===== src/rtl/le_word_packer_pkg.sv =====
// Shared types for the little-endian byte packer and the downstream byte-order converter.
// The struct is sized for the default 32-bit word that the converter wrapper consumes.
package le_packer_pkg;

   localparam int BYTE_W = 8;
   localparam int WORD_W = 32;

   function automatic int nbytes_of(input int data_w, input int byte_w);
      return data_w / byte_w;
   endfunction

   localparam int WORD_NBYTES = nbytes_of(WORD_W, BYTE_W);

   typedef enum logic [0:0] {
      FILL = 1'b0,
      HOLD = 1'b1
   } packer_state_e;

   typedef struct packed {
      logic [WORD_W-1:0]      data;
      logic [WORD_NBYTES-1:0] be;
      logic                   last;
   } packed_word_t;

endpackage


===== src/rtl/le_word_packer_if.sv =====
// Byte-stream input and word-stream output of the packer, grouped as one bundle.
// The slave view belongs to the packer; the master view drives bytes and consumes words.
interface le_word_packer_if #(
   parameter int DATA_W = 32,
   parameter int BYTE   = 8
);
   import le_packer_pkg::*;

   localparam int NBYTES = nbytes_of(DATA_W, BYTE);

   logic [BYTE-1:0]   byte_i;
   logic              byte_valid_i;
   logic              byte_last_i;
   logic              byte_ready_o;
   logic [DATA_W-1:0] word_o;
   logic [NBYTES-1:0] word_be_o;
   logic              word_last_o;
   logic              word_valid_o;
   logic              word_ready_i;

   modport slave (
      input  byte_i, byte_valid_i, byte_last_i, word_ready_i,
      output byte_ready_o, word_o, word_be_o, word_last_o, word_valid_o
   );

   modport master (
      output byte_i, byte_valid_i, byte_last_i, word_ready_i,
      input  byte_ready_o, word_o, word_be_o, word_last_o, word_valid_o
   );

endinterface


===== src/rtl/le_word_packer_out_reg.sv =====
// Output holding register of the packer; a load in the same cycle as a take wins,
// so a back-to-back word keeps word_valid asserted without a bubble.
module le_packer_out_reg #(
   parameter int DATA_W = 32,
   parameter int NBYTES = 4
) (
   input  logic              clk,
   input  logic              reset,
   input  logic              load,
   input  logic              take,
   input  logic [DATA_W-1:0] load_data,
   input  logic [NBYTES-1:0] load_be,
   input  logic              load_last,
   output logic [DATA_W-1:0] word,
   output logic [NBYTES-1:0] be,
   output logic              last,
   output logic              valid
);

   // Holding register: load has priority over take, otherwise contents are held.
   always_ff @(posedge clk or negedge reset) begin
      if (!reset) begin
         word  <= {DATA_W{1'b0}};
         be    <= {NBYTES{1'b0}};
         last  <= 1'b0;
         valid <= 1'b0;
      end else if (load) begin
         word  <= load_data;
         be    <= load_be;
         last  <= load_last;
         valid <= 1'b1;
      end else if (take) begin
         valid <= 1'b0;
      end
   end

endmodule


===== src/rtl/le_word_packer.sv =====
// Packs a valid/ready byte stream into little-endian words with per-lane enables;
// byte_last closes a partial word early.
module le_word_packer
   import le_packer_pkg::*;
#(
   parameter int DATA_W = 32,
   parameter int BYTE   = 8
) (
   input logic            clk,
   input logic            reset,
   le_word_packer_if.slave bus
);

   localparam int NBYTES = nbytes_of(DATA_W, BYTE);
   localparam int IDX_W  = (NBYTES > 1) ? $clog2(NBYTES) : 1;
   localparam logic [IDX_W-1:0] LAST_IDX = IDX_W'(NBYTES - 1);

   packer_state_e     state_r;
   logic [IDX_W-1:0]  idx_r;
   logic [DATA_W-1:0] acc_r;
   logic [NBYTES-1:0] acc_be_r;
   logic              acc_last_r;

   logic              out_free_s;
   logic              byte_ready_s;
   logic              accept_s;
   logic              complete_s;
   logic              load_s;
   logic              take_s;
   logic [DATA_W-1:0] acc_next_s;
   logic [NBYTES-1:0] be_next_s;
   logic [DATA_W-1:0] load_data_s;
   logic [NBYTES-1:0] load_be_s;
   logic              load_last_s;

   assign out_free_s = !bus.word_valid_o || bus.word_ready_i;
   assign take_s     = bus.word_valid_o && bus.word_ready_i;

   // Next accumulator image, handshake decode and the word offered to the output register.
   always_comb begin
      acc_next_s = acc_r;
      be_next_s  = acc_be_r;
      acc_next_s[int'(idx_r) * BYTE +: BYTE] = bus.byte_i;
      be_next_s[idx_r] = 1'b1;

      // The last lane may only be taken if the finished word can leave immediately.
      if (!reset) begin
         byte_ready_s = 1'b0;
      end else if (state_r == HOLD) begin
         byte_ready_s = 1'b0;
      end else if (idx_r == LAST_IDX) begin
         byte_ready_s = out_free_s;
      end else begin
         byte_ready_s = 1'b1;
      end

      accept_s   = bus.byte_valid_i && byte_ready_s;
      complete_s = accept_s && ((idx_r == LAST_IDX) || bus.byte_last_i);

      case (state_r)
         FILL:    load_s = complete_s && out_free_s;
         HOLD:    load_s = out_free_s;
         default: load_s = 1'b0;
      endcase

      if (state_r == HOLD) begin
         load_data_s = acc_r;
         load_be_s   = acc_be_r;
         load_last_s = acc_last_r;
      end else begin
         load_data_s = acc_next_s;
         load_be_s   = be_next_s;
         load_last_s = bus.byte_last_i;
      end
   end

   assign bus.byte_ready_o = byte_ready_s;

   // FILL/HOLD state machine with the lane index and accumulator.
   always_ff @(posedge clk or negedge reset) begin
      if (!reset) begin
         state_r    <= FILL;
         idx_r      <= {IDX_W{1'b0}};
         acc_r      <= {DATA_W{1'b0}};
         acc_be_r   <= {NBYTES{1'b0}};
         acc_last_r <= 1'b0;
      end else begin
         case (state_r)
            FILL: begin
               if (complete_s) begin
                  idx_r <= {IDX_W{1'b0}};
                  if (out_free_s) begin
                     acc_r      <= {DATA_W{1'b0}};
                     acc_be_r   <= {NBYTES{1'b0}};
                     acc_last_r <= 1'b0;
                  end else begin
                     acc_r      <= acc_next_s;
                     acc_be_r   <= be_next_s;
                     acc_last_r <= bus.byte_last_i;
                     state_r    <= HOLD;
                  end
               end else if (accept_s) begin
                  idx_r    <= idx_r + {{(IDX_W-1){1'b0}}, 1'b1};
                  acc_r    <= acc_next_s;
                  acc_be_r <= be_next_s;
               end
            end
            HOLD: begin
               if (out_free_s) begin
                  acc_r      <= {DATA_W{1'b0}};
                  acc_be_r   <= {NBYTES{1'b0}};
                  acc_last_r <= 1'b0;
                  state_r    <= FILL;
               end
            end
            default: state_r <= FILL;
         endcase
      end
   end

   le_packer_out_reg #(
      .DATA_W (DATA_W),
      .NBYTES (NBYTES)
   ) u_out_reg (
      .clk       (clk),
      .reset     (reset),
      .load      (load_s),
      .take      (take_s),
      .load_data (load_data_s),
      .load_be   (load_be_s),
      .load_last (load_last_s),
      .word      (bus.word_o),
      .be        (bus.word_be_o),
      .last      (bus.word_last_o),
      .valid     (bus.word_valid_o)
   );

endmodule


===== src/flat_wrapper.sv =====
// flat-port wrapper written by rule: the top's interface ports become plain ports
module le_word_packer_flat import le_packer_pkg::*;
#(
   parameter int DATA_W = 32,
   parameter int BYTE   = 8
)
  (clk, reset, bus_byte_i, bus_byte_valid_i, bus_byte_last_i, bus_word_ready_i, bus_byte_ready_o, bus_word_o, bus_word_be_o, bus_word_last_o, bus_word_valid_o);
  le_word_packer_if #(.DATA_W(DATA_W), .BYTE(BYTE)) bus_i ();
  input logic clk;
  input logic reset;
  input wire logic [$bits(bus_i.byte_i)-1:0] bus_byte_i;
  input wire logic [$bits(bus_i.byte_valid_i)-1:0] bus_byte_valid_i;
  input wire logic [$bits(bus_i.byte_last_i)-1:0] bus_byte_last_i;
  input wire logic [$bits(bus_i.word_ready_i)-1:0] bus_word_ready_i;
  output wire logic [$bits(bus_i.byte_ready_o)-1:0] bus_byte_ready_o;
  output wire logic [$bits(bus_i.word_o)-1:0] bus_word_o;
  output wire logic [$bits(bus_i.word_be_o)-1:0] bus_word_be_o;
  output wire logic [$bits(bus_i.word_last_o)-1:0] bus_word_last_o;
  output wire logic [$bits(bus_i.word_valid_o)-1:0] bus_word_valid_o;
  assign bus_i.byte_i = bus_byte_i;
  assign bus_i.byte_valid_i = bus_byte_valid_i;
  assign bus_i.byte_last_i = bus_byte_last_i;
  assign bus_i.word_ready_i = bus_word_ready_i;
  assign bus_byte_ready_o = bus_i.byte_ready_o;
  assign bus_word_o = bus_i.word_o;
  assign bus_word_be_o = bus_i.word_be_o;
  assign bus_word_last_o = bus_i.word_last_o;
  assign bus_word_valid_o = bus_i.word_valid_o;
  le_word_packer #(.DATA_W(DATA_W), .BYTE(BYTE)) u_core (.clk(clk), .reset(reset), .bus(bus_i));
endmodule

===== config.mk =====
export PLATFORM = sky130hd
export DESIGN_NAME = le_word_packer_flat
export DESIGN_NICKNAME = d
export VERILOG_FILES = /design/src/rtl/le_word_packer_pkg.sv /design/src/rtl/le_word_packer_if.sv /design/src/rtl/le_word_packer_out_reg.sv /design/src/rtl/le_word_packer.sv /design/src/flat_wrapper.sv
export SDC_FILE = /design/constraint.sdc
export NUM_CORES = 1
export LEC_CHECK = 0
export ABC_AREA = 1
export CORE_UTILIZATION = 40
export DETAILED_ROUTE_END_ITERATION = 16
export GPL_TIMING_DRIVEN = 0
export SLEW_MARGIN = 20
export SYNTH_ARGS = -nofsm -noshare
export SYNTH_HDL_FRONTEND = slang
export SYNTH_SLANG_ARGS = --single-unit

===== constraint.sdc =====
create_clock -name clk -period 5.8 [get_ports clk]
set_input_delay 0.87 -clock clk [delete_from_list [all_inputs] [get_ports clk]]
set_output_delay 0.87 -clock clk [all_outputs]
set_load 0.01 [all_outputs]

==> qor.txt <==
========================================================================================================
Final layout net count                                                                               685
Post-CTS setup repair buffer count                                                                     0
Final period util                                                                                  57.7%
Number of register bits inferred by synthesis                                                         78
Maxcap violations                                                                                      0
Clock power share                                                                                  21.9%
Hold buffer count at CTS                                                                               0
Core Box Area                                                                                 0.0103 mm2
Count of clock tree sinks                                                                             78
Shortest period the worst path allows                                                            3350 ps
Wire per inst                                                                                    14.7 um
Boundary pin count                                                                                    52
Final setup TNS                                                                                     0 ps
Antenna Nets Post-Route                                                                                0
Post-Syn Area                                                                                0.00426 mm2
DRC errors left                                                                                        0
Maximum number of pins on one net before global-route repair                                          48
Most frequent cell on the critical path                                                     sky130_fd_sc_hd__inv_1
Worst IR drop on VDD                                                                            0.158 mV
Combinational group share of total power                                                           41.1%
Startpoint type of the worst setup path                                                     primary input
Unrepaired setup endpoints after global routing                                                    false
H-tree levels                                                                                          3
Area contributors post-synth                                                                sky130_fd_sc_hd__dfrtp_1 (46%), sky130_fd_sc_hd__nand2_1 (24%), sky130_fd_sc_hd__nand3_1 (7.1%)
Routed wire length                                                                               11.8 mm
Total via count after detailed routing                                                             4,122
Power Dens Cells                                                                              447 mW/mm2
Cell internal power dissipation                                                                0.00144 W
Cell type contributing the most total cell area after synthesis                             sky130_fd_sc_hd__dfrtp_1
Clk buf depth                                                                                          2
Crit end category                                                                           primary output
Final setup fails                                                                                      0
Overall fraction of global-route tracks in use                                                     23.0%
Number of global-route vias before repair                                                          3,934
Crit path largest cell delay                                                                      520 ps
Crit-path cells                                                                             buf_4 -> buf_16 -> inv_1 -> nor2_2 -> nand2_1 -> inv_1 -> clkdlybuf4s50_1
DPL Wire Length                                                                                  8.53 mm
Buffer cell driving the clock tree root                                                     sky130_fd_sc_hd__clkbuf_8
First-pass detailed-route iteration total                                                              5
Cells resized by post-CTS repair                                                                       0
Sequential group share of total power                                                              37.0%
Source-to-sink clock delay at the later pin of the worst-skew pair                                360 ps
Post-route insts no fill                                                                             805
Path type of the worst min-delay path                                                        in -> async
Ant diodes                                                                                             0
Total of warnings raised by yosys                                                                      0
Tightest slew margin relative to the limit                                                         59.7%
Number of buffers created by CTS                                                                       9
Leading cell type in the layout, fill and taps excluded                                     sky130_fd_sc_hd__nand2_1
Die Y-Extent                                                                                      105 um
First-pass GRT wire length                                                                       19.9 mm
GRT overflow                                                                                           0
Cell count after synthesis                                                                           601
Post-synthesis cell type count                                                                        24
Commonest non-fill, non-tap cells in the layout                                             sky130_fd_sc_hd__nand2_1 (276), sky130_fd_sc_hd__dfrtp_1 (78), sky130_fd_sc_hd__nand3_1 (60), sky130_fd_sc_hd__o21ai_0 (57), sky130_fd_sc_hd__clkdlybuf4s50_1 (50)
Initial core utilization                                                                           41.3%
Fin area                                                                                     0.00521 mm2
Total of buffers placed on input and output ports                                                     51
TritonCTS clock tree                                                                               built
Placed insts                                                                                         789
Sw power                                                                                      0.000884 W
Routability Congestion                                                                             0.850
Crit path arrival time                                                                           2480 ps
Initial antenna violation count                                                                        0
Cell type of the slowest stage on the worst timing path                                     sky130_fd_sc_hd__clkdlybuf4s50_1
Max Transition Viols Final                                                                             0
CP max FO                                                                                             47
Final Hold Vio Count                                                                                   0
Post-CTS clock slew at the launch and capture registers of the worst setup and hold paths          80 ps
Sequential fraction of the synthesis area                                                          45.8%
Static Leak                                                                                      2.65 nW
Average cell area after synthesis                                                               7.09 um2
Die footprint                                                                                 0.0111 mm2
Post-synthesis net count                                                                             622
Vias per inst                                                                                       5.12
Cell area reported after detailed placement                                                  0.00496 mm2
Area grow syn2layout                                                                               22.4%
Die boundary width                                                                                105 um
Worst Skew                                                                                       12.0 ps
Area share of the leading cell type in the synthesized netlist                                     45.8%
Maximum frequency from static timing analysis                                                  0.299 GHz
Share of cells above drive strength 1                                                              6.88%
Outcome                                                                                        completed
Violation count after the first detailed-route iteration                                             265
Switching power share of the total                                                                 38.0%
Critical path type                                                                             in -> out
WP data required                                                                                 4930 ps
Number of cell rows                                                                                   37
Pin slew with the least headroom to its limit                                                     605 ps
========================================================================================================
-- registers in the layout (all words and copies together), names as in the netlist --
| register | flops |
|---|---|
| u_core.acc_last_r | 1 |
| u_core.u_out_reg.last | 1 |
| u_core.u_out_reg.valid | 1 |
| u_core.acc_be_r | 4 |
| u_core.acc_r | 32 |
| u_core.u_out_reg.be | 4 |
| u_core.idx_r | 2 |
| u_core.u_out_reg.word | 32 |
| u_core.state_r | 1 |
-- through the flow --
step / setup WS [ps] / power, W / util (%) / hold slack [ps]
after global placement: -316 / 0.00180 / 47.8 / 454
final: 2450 / 0.00233 / 50.5 / 448
after global routing: 2200 / 0.00252 / 50.5 / 476
after floorplan: 3730 / 0.00144 / - / 453
after CTS: 2380 / 0.00234 / 50.5 / 464
after detailed placement: 2380 / 0.00183 / 48.1 / 457
-- cell type report --
type / instances / area, um2
fillers: 1019 / 5110
multi-input cells: 456 / 2010
flip-flops and latches: 78 / 1950
repair buffers: 52 / 536
well taps: 136 / 170
plain buffers: 30 / 156
clock buffers: 11 / 141
inverters: 37 / 139
clock inverters: 5 / 106
-- layer usage --
metal  GRT usage (%)  part of all wire, %  vias to the layer above
met1            31.9                   48                     1955
met3            3.24                  3.7                       24
met2            35.8                   46                      109
li1                -                    -                     2034
met5               0                    0                        -
met4            9.86                  2.4                        0
-- worst max-delay path: cells and delay by family --
kind / cells / cell delay [ps]
simple gates: 2 / 250
buf+inv: 5 / 1340
-- power groups by stage --
stage,clock network (W),logic [W],registers (W)
2_1_floorplan,0,0.000541,0.000896
3_3_place_gp,0,0.000941,0.000862
3_5_place_dp,0,0.000957,0.000869
4_1_cts,0.000518,0.000963,0.000860
5_1_grt,0.000543,0.00109,0.000889
6_report,0.000510,0.000958,0.000860
-- cells by family after synthesis --
logic type | share of synthesized area (%)
buffers and inverters | 6.93
AND/OR/NAND/NOR | 35.4
adder cells (fa/ha/maj) | 2.35
flip-flops | 45.8
AO/OA/AOI/OAI | 9.49
-- final timing paths --
path                                              from  slack [ps]                     end  cells past startpoint
worst max-delay path                             reset        2450        bus_byte_ready_o                      7
worst min-delay path                             reset         450  u_core.u_out_reg.be[3]                      1
worst max register to register         u_core.idx_r[0]        3320        u_core.acc_r[22]                      6
worst min register to register  u_core.u_out_reg.be[2]         470  u_core.u_out_reg.be[2]                      2
max in group asynchronous                        reset        4750        u_core.acc_r[23]                      2
min in group clk                u_core.u_out_reg.be[2]         470  u_core.u_out_reg.be[2]                      2
-- synthesized netlist by cell type, drive strengths merged --
master  number
a21oi       10
buf         19
clkbuf      11
clkinv       1
dfrtp       78
ha           8
inv         36
nand2      278
nand3       60
nand4        1
nor2        29
o21ai       62
o21bai       1
o22ai        4
or2          3
Power figures use the tool's default switching activity.
